[config.mk]
export PLATFORM = sky130hd
export DESIGN_NAME = imem_loader
export DESIGN_NICKNAME = d
export VERILOG_FILES = /design/src/rtl/imem_loader_pkg.sv /design/src/rtl/imem_loader.sv
export SDC_FILE = /design/constraint.sdc
export NUM_CORES = 1
export LEC_CHECK = 0
export CORE_MARGIN = 2
export CORE_UTILIZATION = 55
export DETAILED_ROUTE_END_ITERATION = 6
export PLACE_DENSITY = 0.78
export RECOVER_POWER = 100
export SKIP_LAST_GASP = 1
export SLEW_MARGIN = 25
export SYNTH_ARGS = -nofsm -noshare
export SYNTH_HDL_FRONTEND = slang
export SYNTH_SLANG_ARGS = --single-unit
[constraint.sdc]
create_clock -name clk_i -period 8.65 [get_ports clk_i]
set_input_delay 1.73 -clock clk_i [delete_from_list [all_inputs] [get_ports clk_i]]
set_output_delay 1.73 -clock clk_i [all_outputs]
set_load 0.03 [all_outputs]
[src/rtl/imem_loader_pkg.sv]
// Shared types and frame constants for the instruction-memory boot loader.
package imem_loader_pkg;

  typedef enum logic [2:0] {
    IDLE,
    LEN,
    DATA,
    CSUM,
    DONE,
    ERR
  } loader_state_t;

  localparam int LEN_BYTES   = 4;
  localparam int INSTR_BYTES = 4;

endpackage

[src/rtl/imem_loader.sv]
// Boot loader: takes a length-prefixed, XOR-checksummed byte stream, writes the payload
// into byte-addressed instruction memory and releases the CPU once the image verifies.
module imem_loader
  import imem_loader_pkg::*;
#(
  parameter int WIDTH     = 32,
  parameter int DATA_W    = 8,
  parameter int MEM_DEPTH = 4096,
  parameter int BASE_ADDR = 0
) (
  input  logic              clk_i,
  input  logic              rst_n_i,
  input  logic              start_i,
  input  logic              s_valid_i,
  input  logic [DATA_W-1:0] s_data_i,
  output logic              s_ready_o,
  output logic              we_o,
  output logic [WIDTH-1:0]  wa_o,
  output logic [DATA_W-1:0] wd_o,
  output logic              busy_o,
  output logic              done_o,
  output logic              err_o,
  output logic              cpu_run_o
);

  localparam int CNT_W = $clog2(MEM_DEPTH + 1);
  localparam int LEN_W = LEN_BYTES * DATA_W;
  localparam int AL_W  = $clog2(INSTR_BYTES);

  loader_state_t     state;
  logic [CNT_W-1:0]  cnt;
  logic [LEN_W-1:0]  len;
  logic [DATA_W-1:0] csum;

  logic              acc;
  logic [LEN_W-1:0]  len_next;
  logic              last_len;
  logic              last_data;

  assign s_ready_o = (state == LEN) || (state == DATA) || (state == CSUM);
  assign busy_o    = s_ready_o;
  assign cpu_run_o = done_o;
  assign acc       = s_valid_i && s_ready_o;

  // Length arrives MSB first, so each byte shifts in from the bottom.
  assign len_next  = {len[LEN_W-DATA_W-1:0], s_data_i};
  assign last_len  = (cnt == CNT_W'(LEN_BYTES - 1));
  assign last_data = (LEN_W'(cnt) == len - LEN_W'(1));

  always_ff @(posedge clk_i) begin
    if (!rst_n_i) begin
      state  <= IDLE;
      cnt    <= '0;
      len    <= '0;
      csum   <= '0;
      we_o   <= 1'b0;
      wa_o   <= '0;
      wd_o   <= '0;
      done_o <= 1'b0;
      err_o  <= 1'b0;
    end else begin
      we_o <= 1'b0;
      case (state)
        IDLE, DONE, ERR: begin
          if (start_i) begin
            state  <= LEN;
            cnt    <= '0;
            len    <= '0;
            csum   <= '0;
            done_o <= 1'b0;
            err_o  <= 1'b0;
          end
        end
        LEN: begin
          if (acc) begin
            len <= len_next;
            cnt <= cnt + 1'b1;
            if (last_len) begin
              cnt <= '0;
              if (len_next > LEN_W'(MEM_DEPTH) || len_next[AL_W-1:0] != '0) begin
                state <= ERR;
                err_o <= 1'b1;
              end else if (len_next == '0) begin
                state <= CSUM;
              end else begin
                state <= DATA;
              end
            end
          end
        end
        DATA: begin
          if (acc) begin
            we_o <= 1'b1;
            wa_o <= WIDTH'(BASE_ADDR) + WIDTH'(cnt);
            wd_o <= s_data_i;
            csum <= csum ^ s_data_i;
            cnt  <= cnt + 1'b1;
            if (last_data) state <= CSUM;
          end
        end
        CSUM: begin
          if (acc) begin
            if (s_data_i == csum) begin
              state  <= DONE;
              done_o <= 1'b1;
            end else begin
              state <= ERR;
              err_o <= 1'b1;
            end
          end
        end
        default: state <= IDLE;
      endcase
    end
  end

endmodule

==> results of run 1 <==
routing by layer:
layer | routed length (microns) | share of wire (%)
met1 | 4560 | 46
met2 | 4620 | 47
met3 | 543 | 5.5
met4 | 199 | 2.0
met5 | 0 | 0
cell families (layout without fill, tap and decap cells):
kind of cell,Yosys count,count (layout)
other,1,19
buffers and inverters,66,61
AO/OA/AOI/OAI,114,114
XOR/XNOR,30,30
flip-flops,80,80
AND/OR/NAND/NOR,252,252
multiplexers,1,1
adder cells (fa/ha/maj),3,3
through the flow:
stage	worst slack (ns)	utilization, %	hold WS (ns)	instances
4_1_cts	4.98	62.4	0.466	662
6_report	3.59	62.4	0.467	662
5_1_grt	3.18	62.4	0.489	662
2_1_floorplan	5.40	-	0.436	565
3_5_place_dp	4.64	59.8	0.455	646
3_3_place_gp	4.75	59.8	0.446	646
synthesized netlist by cell type (all sizes together), types with 2 or more instances:
library cell	instances
a31oi	4
o21a	2
nand3b	4
o21ai	24
clkbuf	40
or3	3
or4	4
buf	21
nand2	89
or2	3
nand4	10
nor2b	3
a21o	2
o31ai	2
a211oi	3
nor2	42
nor4b	3
xor2	14
xnor2	16
nand2b	2
nor3	13
nor3b	3
a21oi	11
and4	3
nand3	43
ha	3
nor4	8
a21boi	56
inv	5
and2	11
dfxtp	80
and3	5
registers in the layout (all words and copies together) (netlist names), 3 cells and up:
register and count:
wa_o 13, len 32, state 3, csum 8, wd_o 8, cnt 13
final timing paths:
kind,endpoint,from,cells past startpoint,slack (ns)
worst max-delay path,cnt[8],rst_n_i,4,3.59
worst min-delay path,wa_o[8],wa_o[8],2,0.47
worst max register to register,state[0],len[0],9,5.42
worst min register to register,wa_o[8],wa_o[8],2,0.47
critical path, cell delays in order:
cell,delay [ns]
sky130_fd_sc_hd__dlygate4sd3_1,0.52
sky130_fd_sc_hd__clkbuf_1,1.72
sky130_fd_sc_hd__o21ai_0,1.05
sky130_fd_sc_hd__nor2_1,0.29
final cells by class:
class / count / area share, %
Sequential cell: 80 / 33.8
Timing Repair Buffer: 40 / 8.26
Tap cell: 102 / 2.69
Clock inverter: 7 / 1.53
Inverter: 5 / 0.396
Multi-Input combinational cell: 419 / 50.8
Clock buffer: 9 / 2.61
power by group:
group	switching, W	internal, W	total [W]
clock	0.000160	0.000114	0.000274
combinational	0.000250	0.000120	0.000371
sequential	0.0000350	0.000390	0.000425
==> impl_metrics.prom, run 1 <==
# TYPE chip_impl_metric gauge
chip_impl_metric{name="average_cell_area_after_synthesis",unit="sq um"} 7.78
chip_impl_metric{name="setup_viol_count_final",unit=""} 0
chip_impl_metric{name="post_synth_inst_count",unit=""} 547
chip_impl_metric{name="hold_viol",unit=""} 0
chip_impl_metric{name="drt_first_pass_iters",unit=""} 5
chip_impl_metric{name="worst_skew_pair.late_latency",unit="ns"} 0.37
chip_impl_metric{name="final_net_count",unit=""} 570
chip_impl_info{name="layout_common_cells",value="sky130_fd_sc_hd__nand2_1 (89), sky130_fd_sc_hd__dfxtp_1 (80), sky130_fd_sc_hd__a21boi_0 (56)"} 1
chip_impl_metric{name="gr-usage-all-layers",unit="%"} 24.2
chip_impl_metric{name="dp.final_hpwl",unit="microns"} 6970
chip_impl_info{name="grt_setup_unrepaired",value="false"} 1
chip_impl_info{name="synthFlopType",value="sky130_fd_sc_hd__dfxtp_1"} 1
chip_impl_metric{name="place.port_buffers",unit=""} 38
chip_impl_info{name="grt-busiest-layer",value="met2"} 1
chip_impl_metric{name="finalWirelength",unit="microns"} 9930
chip_impl_metric{name="achievable-frequency",unit="GHz"} 0.198
chip_impl_metric{name="synth-adder-area-share",unit="%"} 0.882
chip_impl_metric{name="initial_utilization",unit="%"} 56.0
chip_impl_info{name="synth_area_leader_cell",value="sky130_fd_sc_hd__dfxtp_1"} 1
chip_impl_metric{name="power.density",unit="mW/mm^2"} 226
chip_impl_metric{name="synth_seq_area_share",unit="%"} 37.6
chip_impl_metric{name="antenna_cells_inserted",unit=""} 0
chip_impl_metric{name="grt_util_met2",unit="%"} 38.7
chip_impl_metric{name="final_period_util",unit="%"} 58.5
chip_impl_info{name="combinational_family_with_the_most_area_after_synthesis",value="simple AND/OR/NAND/NOR gates"} 1
chip_impl_metric{name="period_minus_slack",unit="ns"} 5.06
chip_impl_metric{name="first_global_vias",unit=""} 3388
chip_impl_metric{name="synth_cell_types",unit=""} 51
chip_impl_metric{name="asyncSetResetFlopFracSynth",unit="%"} 0
chip_impl_metric{name="report.final.slew_viol_count",unit=""} 71
chip_impl_metric{name="die_h",unit="microns"} 92.0
chip_impl_metric{name="detail_route.vias_per_cell",unit=""} 5.76
chip_impl_metric{name="gpl.final_weighted_congestion",unit=""} 0.980
chip_impl_metric{name="tritoncts.num_buffers",unit=""} 9
chip_impl_metric{name="ff_latch_area",unit="sq mm"} 0.00160
chip_impl_metric{name="clkTransAtPathRegs",unit="ns"} 0.10
chip_impl_metric{name="drtIter0Drc",unit=""} 370
chip_impl_info{name="worstSetupStartpointType",value="input pin"} 1
chip_impl_metric{name="yosys_warnings",unit=""} 0
chip_impl_metric{name="routed_wire_length_per_instance",unit="microns"} 15.0
chip_impl_metric{name="edff_count_synth",unit=""} 0
chip_impl_info{name="cts_root_buf",value="sky130_fd_sc_hd__clkbuf_8"} 1
chip_impl_metric{name="synth_simple_gate_area_share",unit="%"} 29.0
chip_impl_metric{name="grt_pass1_wl",unit="microns"} 16600
chip_impl_metric{name="filler_cell_count",unit=""} 678
chip_impl_metric{name="groute.layer.met3.usage",unit="%"} 4.60
chip_impl_metric{name="timing.critical_path.required",unit="ns"} 8.93
chip_impl_metric{name="slew_headroom",unit="%"} -62.5
chip_impl_info{name="hold_path.class",value="reg -> reg"} 1
chip_impl_metric{name="route.antenna.remaining_nets",unit=""} 0
chip_impl_metric{name="synth_cell_area",unit="sq mm"} 0.00426
chip_impl_metric{name="timing_worst_slew_pin_value",unit="ns"} 2.44
chip_impl_info{name="end_kind",value="register"} 1
chip_impl_metric{name="dieArea",unit="sq mm"} 0.00846
chip_impl_metric{name="multi_input_comb_area",unit="sq mm"} 0.00241
chip_impl_metric{name="vias",unit=""} 3813
chip_impl_metric{name="postPlaceCellArea",unit="sq mm"} 0.00455
chip_impl_metric{name="core-area",unit="sq mm"} 0.00761
chip_impl_metric{name="postLayoutCellArea",unit="sq mm"} 0.00474
chip_impl_info{name="worst-setup-path-type",value="in -> reg"} 1
chip_impl_info{name="cts_tree",value="done"} 1
chip_impl_metric{name="total_power",unit="W"} 0.00107
chip_impl_metric{name="drive_above_1_share",unit="%"} 5.18
chip_impl_metric{name="cts.hold.buffers_added",unit=""} 0
chip_impl_metric{name="grt_start_max_net_pins",unit=""} 71
chip_impl_metric{name="overall_overflow_remaining_after_global_route",unit=""} 0
chip_impl_metric{name="pin_count",unit=""} 58
chip_impl_metric{name="synthMuxAreaShare",unit="%"} 0.235
chip_impl_metric{name="clock_sink_count",unit=""} 80
chip_impl_metric{name="cts_post_setup_buffers_inserted",unit=""} 0
chip_impl_metric{name="htree_levels",unit=""} 3
chip_impl_metric{name="grt_antenna_before_repair",unit=""} 0
chip_impl_metric{name="floorplan.die.width",unit="microns"} 92.0
chip_impl_metric{name="finalSetupTns",unit="ns"} 0
chip_impl_metric{name="finalClockSkew",unit="ns"} 0.0150
chip_impl_metric{name="synth-seq-cells",unit=""} 80
chip_impl_metric{name="num_rows",unit=""} 32
chip_impl_info{name="final_common_cell",value="sky130_fd_sc_hd__nand2_1"} 1
chip_impl_metric{name="area_growth",unit="%"} 11.4
chip_impl_metric{name="grt_util_met1",unit="%"} 32.9
chip_impl_metric{name="detail_route.drc_violations",unit=""} 0
chip_impl_metric{name="crit_path_max_fo",unit=""} 70
chip_impl_metric{name="critical_path_arrival",unit="ns"} 5.33
chip_impl_metric{name="timing.max_cap.violations",unit=""} 1
chip_impl_metric{name="p_leak",unit="nW"} 1.68
chip_impl_metric{name="synth-compound-area-share",unit="%"} 18.3
chip_impl_info{name="status",value="complete, but fails checks"} 1
chip_impl_metric{name="cts.path.max_buffers",unit=""} 2
chip_impl_info{name="synthTopCellsByArea",value="sky130_fd_sc_hd__dfxtp_1 (38%), sky130_fd_sc_hd__a21boi_0 (9.9%), sky130_fd_sc_hd__nand2_1 (7.8%)"} 1
chip_impl_metric{name="synth_top_cell_area_share",unit="%"} 37.6
chip_impl_metric{name="post_synth_xor_area_fraction",unit="%"} 6.17
chip_impl_metric{name="number_of_gates_resized_after_cts",unit=""} 0
chip_impl_metric{name="max-vdd-ir-drop",unit="V"} 0.000205
chip_impl_info{name="failed_checks",value="capacitance limit, slew limit"} 1
Note: power is estimated with default switching activity, not from simulation.
==> run 2, diff against run 1 <==
- clock period: 8.65 -> 4.9 ns (I/O delays scaled with it)
==> impl_metrics.prom, run 2 (synthesized netlist as in run 1, its figures left out) <==
# TYPE chip_impl_metric gauge
chip_impl_metric{name="cpPeakStageDelay",unit="ns"} 0.50
chip_impl_info{name="worstSetupStartpointType",value="register"} 1
chip_impl_info{name="worst-setup-path-type",value="reg -> reg"} 1
chip_impl_metric{name="number_of_gates_resized_after_cts",unit=""} 0
chip_impl_metric{name="worst_hold_path.num_cells",unit=""} 2
chip_impl_metric{name="hold_viol",unit=""} 0
chip_impl_metric{name="total_power",unit="W"} 0.00189
chip_impl_metric{name="period_minus_slack",unit="ns"} 3.10
chip_impl_metric{name="met3WireLength",unit="microns"} 455
chip_impl_metric{name="final_period_util",unit="%"} 63.2
chip_impl_metric{name="tritoncts.num_buffers",unit=""} 9
chip_impl_metric{name="first_global_vias",unit=""} 3552
chip_impl_metric{name="gpl.final_weighted_congestion",unit=""} 0.985
chip_impl_metric{name="route.antenna.remaining_nets",unit=""} 0
chip_impl_metric{name="finalClockSkew",unit="ns"} 0.0157
chip_impl_metric{name="cts.path.max_buffers",unit=""} 2
chip_impl_metric{name="initial_utilization",unit="%"} 56.0
chip_impl_metric{name="dieArea",unit="sq mm"} 0.00846
chip_impl_info{name="status",value="finished clean"} 1
chip_impl_metric{name="place.port_buffers",unit=""} 38
chip_impl_metric{name="timing_worst_slew_pin_value",unit="ns"} 1.31
chip_impl_metric{name="routed_wire_length_per_instance",unit="microns"} 15.2
chip_impl_metric{name="postLayoutCellArea",unit="sq mm"} 0.00475
chip_impl_metric{name="max-vdd-ir-drop",unit="V"} 0.000333
chip_impl_metric{name="grt_start_max_net_pins",unit=""} 33
chip_impl_metric{name="cellInternalPower",unit="W"} 0.00110
chip_impl_metric{name="crit_path_max_fo",unit=""} 5
chip_impl_info{name="timing.critical_path.max_delay_family",value="simple AND/OR/NAND/NOR gates"} 1
chip_impl_metric{name="finalWirelength",unit="microns"} 10100
chip_impl_info{name="final_common_cell",value="sky130_fd_sc_hd__nand2_1"} 1
chip_impl_info{name="worstPathCellList",value="inv_1 > ha_1 > or3b_2 > o31a_1 > nor4b_1 > a311oi_1 > or4_1 > or4_1 > a211oi_2"} 1
chip_impl_metric{name="final_net_count",unit=""} 572
chip_impl_metric{name="pin_count",unit=""} 58
chip_impl_metric{name="clkTransAtPathRegs",unit="ns"} 0.10
chip_impl_metric{name="postPlaceCellArea",unit="sq mm"} 0.00456
chip_impl_metric{name="grt_antenna_before_repair",unit=""} 0
chip_impl_metric{name="num_rows",unit=""} 32
chip_impl_metric{name="drt_first_pass_iters",unit=""} 5
chip_impl_metric{name="report.final.slew_viol_count",unit=""} 0
chip_impl_metric{name="power.density",unit="mW/mm^2"} 397
chip_impl_metric{name="achievable-frequency",unit="GHz"} 0.323
chip_impl_info{name="cts_tree",value="done"} 1
chip_impl_metric{name="htree_levels",unit=""} 3
chip_impl_info{name="biggestRegsByFlops",value="len x32, cnt x13, wa_o x13"} 1
chip_impl_metric{name="met2RoutedLength",unit="microns"} 4640
chip_impl_metric{name="drive_above_1_share",unit="%"} 5.52
chip_impl_metric{name="switching_share",unit="%"} 41.7
chip_impl_metric{name="max_ffs_per_register",unit=""} 32
chip_impl_metric{name="timing.max_cap.violations",unit=""} 0
chip_impl_info{name="grt_setup_unrepaired",value="false"} 1
chip_impl_info{name="critical_path_cell_with_the_highest_stage_delay",value="sky130_fd_sc_hd__or3b_2"} 1
chip_impl_metric{name="vias",unit=""} 3828
chip_impl_metric{name="p_comb_share",unit="%"} 35.1
chip_impl_info{name="regMostFlops",value="len"} 1
chip_impl_metric{name="antenna_cells_inserted",unit=""} 0
chip_impl_info{name="cts_root_buf",value="sky130_fd_sc_hd__clkbuf_8"} 1
chip_impl_metric{name="timing.critical_path.required",unit="ns"} 5.19
chip_impl_metric{name="die_h",unit="microns"} 92.0
chip_impl_metric{name="least_setup_slack_across_all_paths_after_layout",unit="ns"} 1.80
chip_impl_metric{name="cts_post_setup_buffers_inserted",unit=""} 0
chip_impl_metric{name="critical_path_cell_count",unit=""} 9
chip_impl_metric{name="power_frac_clock",unit="%"} 25.3
chip_impl_metric{name="gr-usage-all-layers",unit="%"} 25.1
chip_impl_metric{name="clock_sink_count",unit=""} 80
chip_impl_metric{name="area_growth",unit="%"} 11.7
chip_impl_metric{name="setup_viol_count_final",unit=""} 0
chip_impl_metric{name="crit_buf_inv",unit=""} 1
chip_impl_metric{name="critical_path_arrival",unit="ns"} 3.38
chip_impl_metric{name="r2r_cells",unit=""} 9
chip_impl_metric{name="core-area",unit="sq mm"} 0.00761
chip_impl_metric{name="p_leak",unit="nW"} 1.69
chip_impl_metric{name="drt-met1-wl",unit="microns"} 4740
chip_impl_metric{name="finalSetupTns",unit="ns"} 0
chip_impl_info{name="end_kind",value="register"} 1
chip_impl_info{name="hold_path.class",value="reg -> reg"} 1
chip_impl_metric{name="timing.hold.ws",unit="ns"} 0.462
chip_impl_metric{name="cts.hold.buffers_added",unit=""} 0
chip_impl_info{name="layout_common_cells",value="sky130_fd_sc_hd__nand2_1 (89), sky130_fd_sc_hd__dfxtp_1 (80), sky130_fd_sc_hd__a21boi_0 (56)"} 1
chip_impl_info{name="topRoutingLayerUsed",value="met4"} 1
chip_impl_metric{name="pre_cts_slack",unit="ns"} 1.66
chip_impl_metric{name="p_seq_share",unit="%"} 39.6
chip_impl_metric{name="drtIter0Drc",unit=""} 338
chip_impl_metric{name="floorplan.die.width",unit="microns"} 92.0
chip_impl_metric{name="grt_pass1_wl",unit="microns"} 17100
chip_impl_metric{name="overall_overflow_remaining_after_global_route",unit=""} 0
chip_impl_metric{name="slew_headroom",unit="%"} 12.8
chip_impl_metric{name="detail_route.drc_violations",unit=""} 0
chip_impl_info{name="worst_path_most_repeated_cell",value="sky130_fd_sc_hd__or4_1"} 1
chip_impl_metric{name="detail_route.vias_per_cell",unit=""} 5.77
chip_impl_metric{name="switching_power_summed_over_all_nets",unit="W"} 0.000787
chip_impl_metric{name="worst_skew_pair.late_latency",unit="ns"} 0.37
chip_impl_metric{name="dp.final_hpwl",unit="microns"} 7050
run 2: cell count changes in the layout (fill, tap and decap cells not counted), moves of 2 or more:
cell / before / now
sky130_fd_sc_hd__dlygate4sd3_1: 28 / 30
sky130_fd_sc_hd__clkdlybuf4s50_1: 10 / 8
sky130_fd_sc_hd__and2_0: 5 / 11
sky130_fd_sc_hd__and2_1: 6 / 0
sky130_fd_sc_hd__buf_4: 1 / 3
run 2: final cells by class:
type / count / area [sq um]
Clock inverter: 7 / 72.6
Timing Repair Buffer: 42 / 407
Multi-Input combinational cell: 419 / 2400
Fill cell: 683 / 2850
Inverter: 5 / 18.8
Tap cell: 102 / 128
Sequential cell: 80 / 1600
Clock buffer: 9 / 124
run 2: worst paths after layout:
| path | slack (ns) | to | start |
|---|---|---|---|
| setup / recovery | 1.80 | state[0] | len[0] |
| hold / removal | 0.46 | wa_o[5] | wa_o[5] |
| setup reg to reg | 1.80 | state[0] | len[0] |
| hold reg to reg | 0.46 | wa_o[5] | wa_o[5] |
run 2: routing by layer:
layer | global-route usage, % | vias to the layer above
met3 | 4.19 | 23
met1 | 34.4 | 1817
met4 | 11.6 | 0
met5 | 0 | -
li1 | - | 1877
met2 | 38.6 | 111
run 2: per-stage QoR:
stage | std cells | util (%)
2_1_floorplan | 565 | -
3_3_place_gp | 648 | 60.0
3_5_place_dp | 648 | 60.0
4_1_cts | 664 | 62.5
5_1_grt | 664 | 62.5
6_report | 664 | 62.5
run 2: power groups by stage:
stage	logic, W	clock network, W	registers [W]
2_1_floorplan	0.000494	0	0.000753
3_3_place_gp	0.000645	0	0.000759
3_5_place_dp	0.000658	0	0.000760
4_1_cts	0.000661	0.000484	0.000746
5_1_grt	0.000725	0.000517	0.000755
6_report	0.000663	0.000479	0.000748
run 2: tightest hold or removal path: stages (launching register included):
cell and delay (ns):
sky130_fd_sc_hd__dfxtp_1 0.32, sky130_fd_sc_hd__nand2_1 0.04, sky130_fd_sc_hd__a21boi_0 0.06
==> run 3, diff against run 2 <==
- clock period: 4.9 -> 2.85 ns (I/O delays scaled with it)
==> impl_metrics.prom, run 3 (synthesized netlist as in run 1, its figures left out) <==
# TYPE chip_impl_metric gauge
chip_impl_metric{name="period_minus_slack",unit="ns"} 2.88
chip_impl_info{name="status",value="complete, but fails checks"} 1
chip_impl_info{name="hold_path.class",value="reg -> reg"} 1
chip_impl_info{name="cts_root_buf",value="sky130_fd_sc_hd__clkbuf_8"} 1
chip_impl_metric{name="route.antenna.remaining_nets",unit=""} 0
chip_impl_metric{name="timing.max_cap.violations",unit=""} 0
chip_impl_metric{name="timing_worst_slew_pin_value",unit="ns"} 0.773
chip_impl_info{name="worstSetupStartpointType",value="register"} 1
chip_impl_metric{name="setup_viol_count_final",unit=""} 1
chip_impl_metric{name="vias",unit=""} 3986
chip_impl_metric{name="routed_wire_length_per_instance",unit="microns"} 15.0
chip_impl_metric{name="clkTransAtPathRegs",unit="ns"} 0.09
chip_impl_metric{name="critical_path_arrival",unit="ns"} 3.17
chip_impl_metric{name="initial_utilization",unit="%"} 56.0
chip_impl_metric{name="r2r_slack",unit="ns"} -0.03
chip_impl_metric{name="slew_headroom",unit="%"} 48.5
chip_impl_metric{name="drt_first_pass_iters",unit=""} 7
chip_impl_metric{name="dieArea",unit="sq mm"} 0.00846
chip_impl_metric{name="least_setup_slack_across_all_paths_after_layout",unit="ns"} -0.0268
chip_impl_metric{name="final_period_util",unit="%"} 101
chip_impl_metric{name="dp.final_hpwl",unit="microns"} 7570
chip_impl_metric{name="pre_cts_slack",unit="ns"} -0.0765
chip_impl_metric{name="grt_start_max_net_pins",unit=""} 71
chip_impl_metric{name="multi_input_comb_area",unit="sq mm"} 0.00246
chip_impl_metric{name="htree_levels",unit=""} 3
chip_impl_metric{name="timing.critical_path.required",unit="ns"} 3.14
chip_impl_info{name="end_kind",value="register"} 1
chip_impl_metric{name="worst_hold_path.num_cells",unit=""} 2
chip_impl_metric{name="report.final.slew_viol_count",unit=""} 0
chip_impl_metric{name="gpl.final_weighted_congestion",unit=""} 0.941
chip_impl_info{name="failed_checks",value="setup timing"} 1
chip_impl_info{name="final_common_cell",value="sky130_fd_sc_hd__nand2_1"} 1
chip_impl_metric{name="r2r_cells",unit=""} 7
chip_impl_info{name="layout_common_cells",value="sky130_fd_sc_hd__nand2_1 (89), sky130_fd_sc_hd__dfxtp_1 (78), sky130_fd_sc_hd__a21boi_0 (56)"} 1
chip_impl_metric{name="ff_latch_area",unit="sq mm"} 0.00160
chip_impl_metric{name="p_leak",unit="nW"} 1.87
chip_impl_metric{name="crit_path_max_fo",unit=""} 2
chip_impl_metric{name="floorplan.die.width",unit="microns"} 92.0
chip_impl_metric{name="tritoncts.num_buffers",unit=""} 9
chip_impl_info{name="worst-setup-path-type",value="reg -> reg"} 1
chip_impl_metric{name="first_global_vias",unit=""} 3598
chip_impl_metric{name="detail_route.drc_violations",unit=""} 0
chip_impl_metric{name="drive_above_1_share",unit="%"} 12.0
chip_impl_metric{name="detail_route.vias_per_cell",unit=""} 5.69
chip_impl_metric{name="max_ffs_per_register",unit=""} 32
chip_impl_metric{name="area_growth",unit="%"} 19.1
chip_impl_metric{name="grt_antenna_before_repair",unit=""} 0
chip_impl_metric{name="clock_sink_count",unit=""} 80
chip_impl_metric{name="hold_viol",unit=""} 0
chip_impl_info{name="worst_path_most_repeated_cell",value="sky130_fd_sc_hd__or4_4"} 1
chip_impl_metric{name="num_rows",unit=""} 32
chip_impl_metric{name="pin_count",unit=""} 58
chip_impl_metric{name="gr-usage-all-layers",unit="%"} 25.6
chip_impl_metric{name="worst_skew_pair.late_latency",unit="ns"} 0.37
chip_impl_metric{name="grt_pass1_wl",unit="microns"} 17300
chip_impl_info{name="biggestRegsByFlops",value="len x32, cnt x13, wa_o x13"} 1
chip_impl_info{name="grt_setup_unrepaired",value="true"} 1
chip_impl_metric{name="filler_cell_count",unit=""} 646
chip_impl_metric{name="die_h",unit="microns"} 92.0
chip_impl_metric{name="achievable-frequency",unit="GHz"} 0.348
chip_impl_metric{name="postPlaceCellArea",unit="sq mm"} 0.00485
chip_impl_metric{name="postLayoutCellArea",unit="sq mm"} 0.00507
chip_impl_metric{name="overall_overflow_remaining_after_global_route",unit=""} 0
chip_impl_metric{name="final_net_count",unit=""} 609
chip_impl_info{name="regMostFlops",value="len"} 1
chip_impl_metric{name="total_power",unit="W"} 0.00337
chip_impl_metric{name="max-vdd-ir-drop",unit="V"} 0.000558
chip_impl_info{name="critical_path_cell_with_the_highest_stage_delay",value="sky130_fd_sc_hd__or4_4"} 1
chip_impl_metric{name="cpPeakStageDelay",unit="ns"} 0.52
chip_impl_metric{name="finalWirelength",unit="microns"} 10500
chip_impl_metric{name="drtIter0Drc",unit=""} 265
chip_impl_metric{name="finalClockSkew",unit="ns"} 0.00975
chip_impl_info{name="cts_tree",value="done"} 1
chip_impl_metric{name="power.density",unit="mW/mm^2"} 665
chip_impl_metric{name="place.port_buffers",unit=""} 38
chip_impl_metric{name="core-area",unit="sq mm"} 0.00761
chip_impl_info{name="worstPathCellList",value="or4_4 > or4_4 > nor3_4 > nand4_1 > or4_1 > or4_4 > a211oi_2"} 1
chip_impl_metric{name="cts.path.max_buffers",unit=""} 2
chip_impl_metric{name="antenna_cells_inserted",unit=""} 0
## run 3: changes by cell type in the layout (fill, tap and decap cells not counted), moves of 3 or more
cell	before	now
sky130_fd_sc_hd__buf_4	3	32
sky130_fd_sc_hd__and2_0	11	5
sky130_fd_sc_hd__and2_1	0	6
sky130_fd_sc_hd__clkbuf_1	1	7
sky130_fd_sc_hd__or4_1	4	1
sky130_fd_sc_hd__or4_4	0	3
## run 3: worst max-delay path, delay by kind of cell, from the launching register on
kind / cells / cell delay (ns)
flip-flops: 1 / 0.33
AO/OA/AOI/OAI: 1 / 0.21
AND/OR/NAND/NOR: 6 / 2.26
## run 3: area by class of cell
| cell class | instances | share of cell area (%) |
|---|---|---|
| Multi-Input combinational cell | 419 | 48.6 |
| Sequential cell | 80 | 31.6 |
| Timing Repair Buffer | 79 | 13.3 |
| Tap cell | 102 | 2.52 |
| Clock buffer | 9 | 2.44 |
| Clock inverter | 7 | 1.18 |
| Inverter | 5 | 0.370 |
## run 3: final timing paths
| check | endpoint | startpoint |
|---|---|---|
| max | state[0] | len[16] |
| min | len[27] | len[27] |
| max reg2reg | state[0] | len[16] |
| min reg2reg | len[27] | len[27] |
## run 3: what timing repair did
item	CTS	global route
setup endpoints to repair	1	1
cloned	0	0
resized for setup	4	8
endpoints found under the hold margin	0	0
hold buffers	0	0
buffers inserted	0	2
pin swaps	4	7
## run 3: metrics by stage
step / TNS [ns] / hold WS (ns) / instances / utilization, %
5_1_grt: -0.562 / 0.487 / 701 / 66.6
3_5_place_dp: -0.0765 / 0.454 / 683 / 63.7
4_1_cts: -0.0548 / 0.467 / 699 / 66.3
3_3_place_gp: 0 / 0.447 / 683 / 63.7
6_report: -0.0268 / 0.464 / 701 / 66.6
2_1_floorplan: 0 / 0.436 / 565 / -
## run 3: power by group
| group | leakage (nW) | switching (W) | internal, W |
|---|---|---|---|
| logic | 1.13 | 0.000811 | 0.000485 |
| clock network | 0.0965 | 0.000473 | 0.000333 |
| registers | 0.647 | 0.0000847 | 0.00118 |
## run 3: per-layer routing
layer,global-route usage [%],share of wire [%],routed length [microns],up-vias
met3,3.70,5.7,606,18
li1,-,-,-,1941
met5,0,0,0,-
met4,9.95,1.5,163,0
met2,40.7,47,4940,140
met1,35.2,46,4840,1887
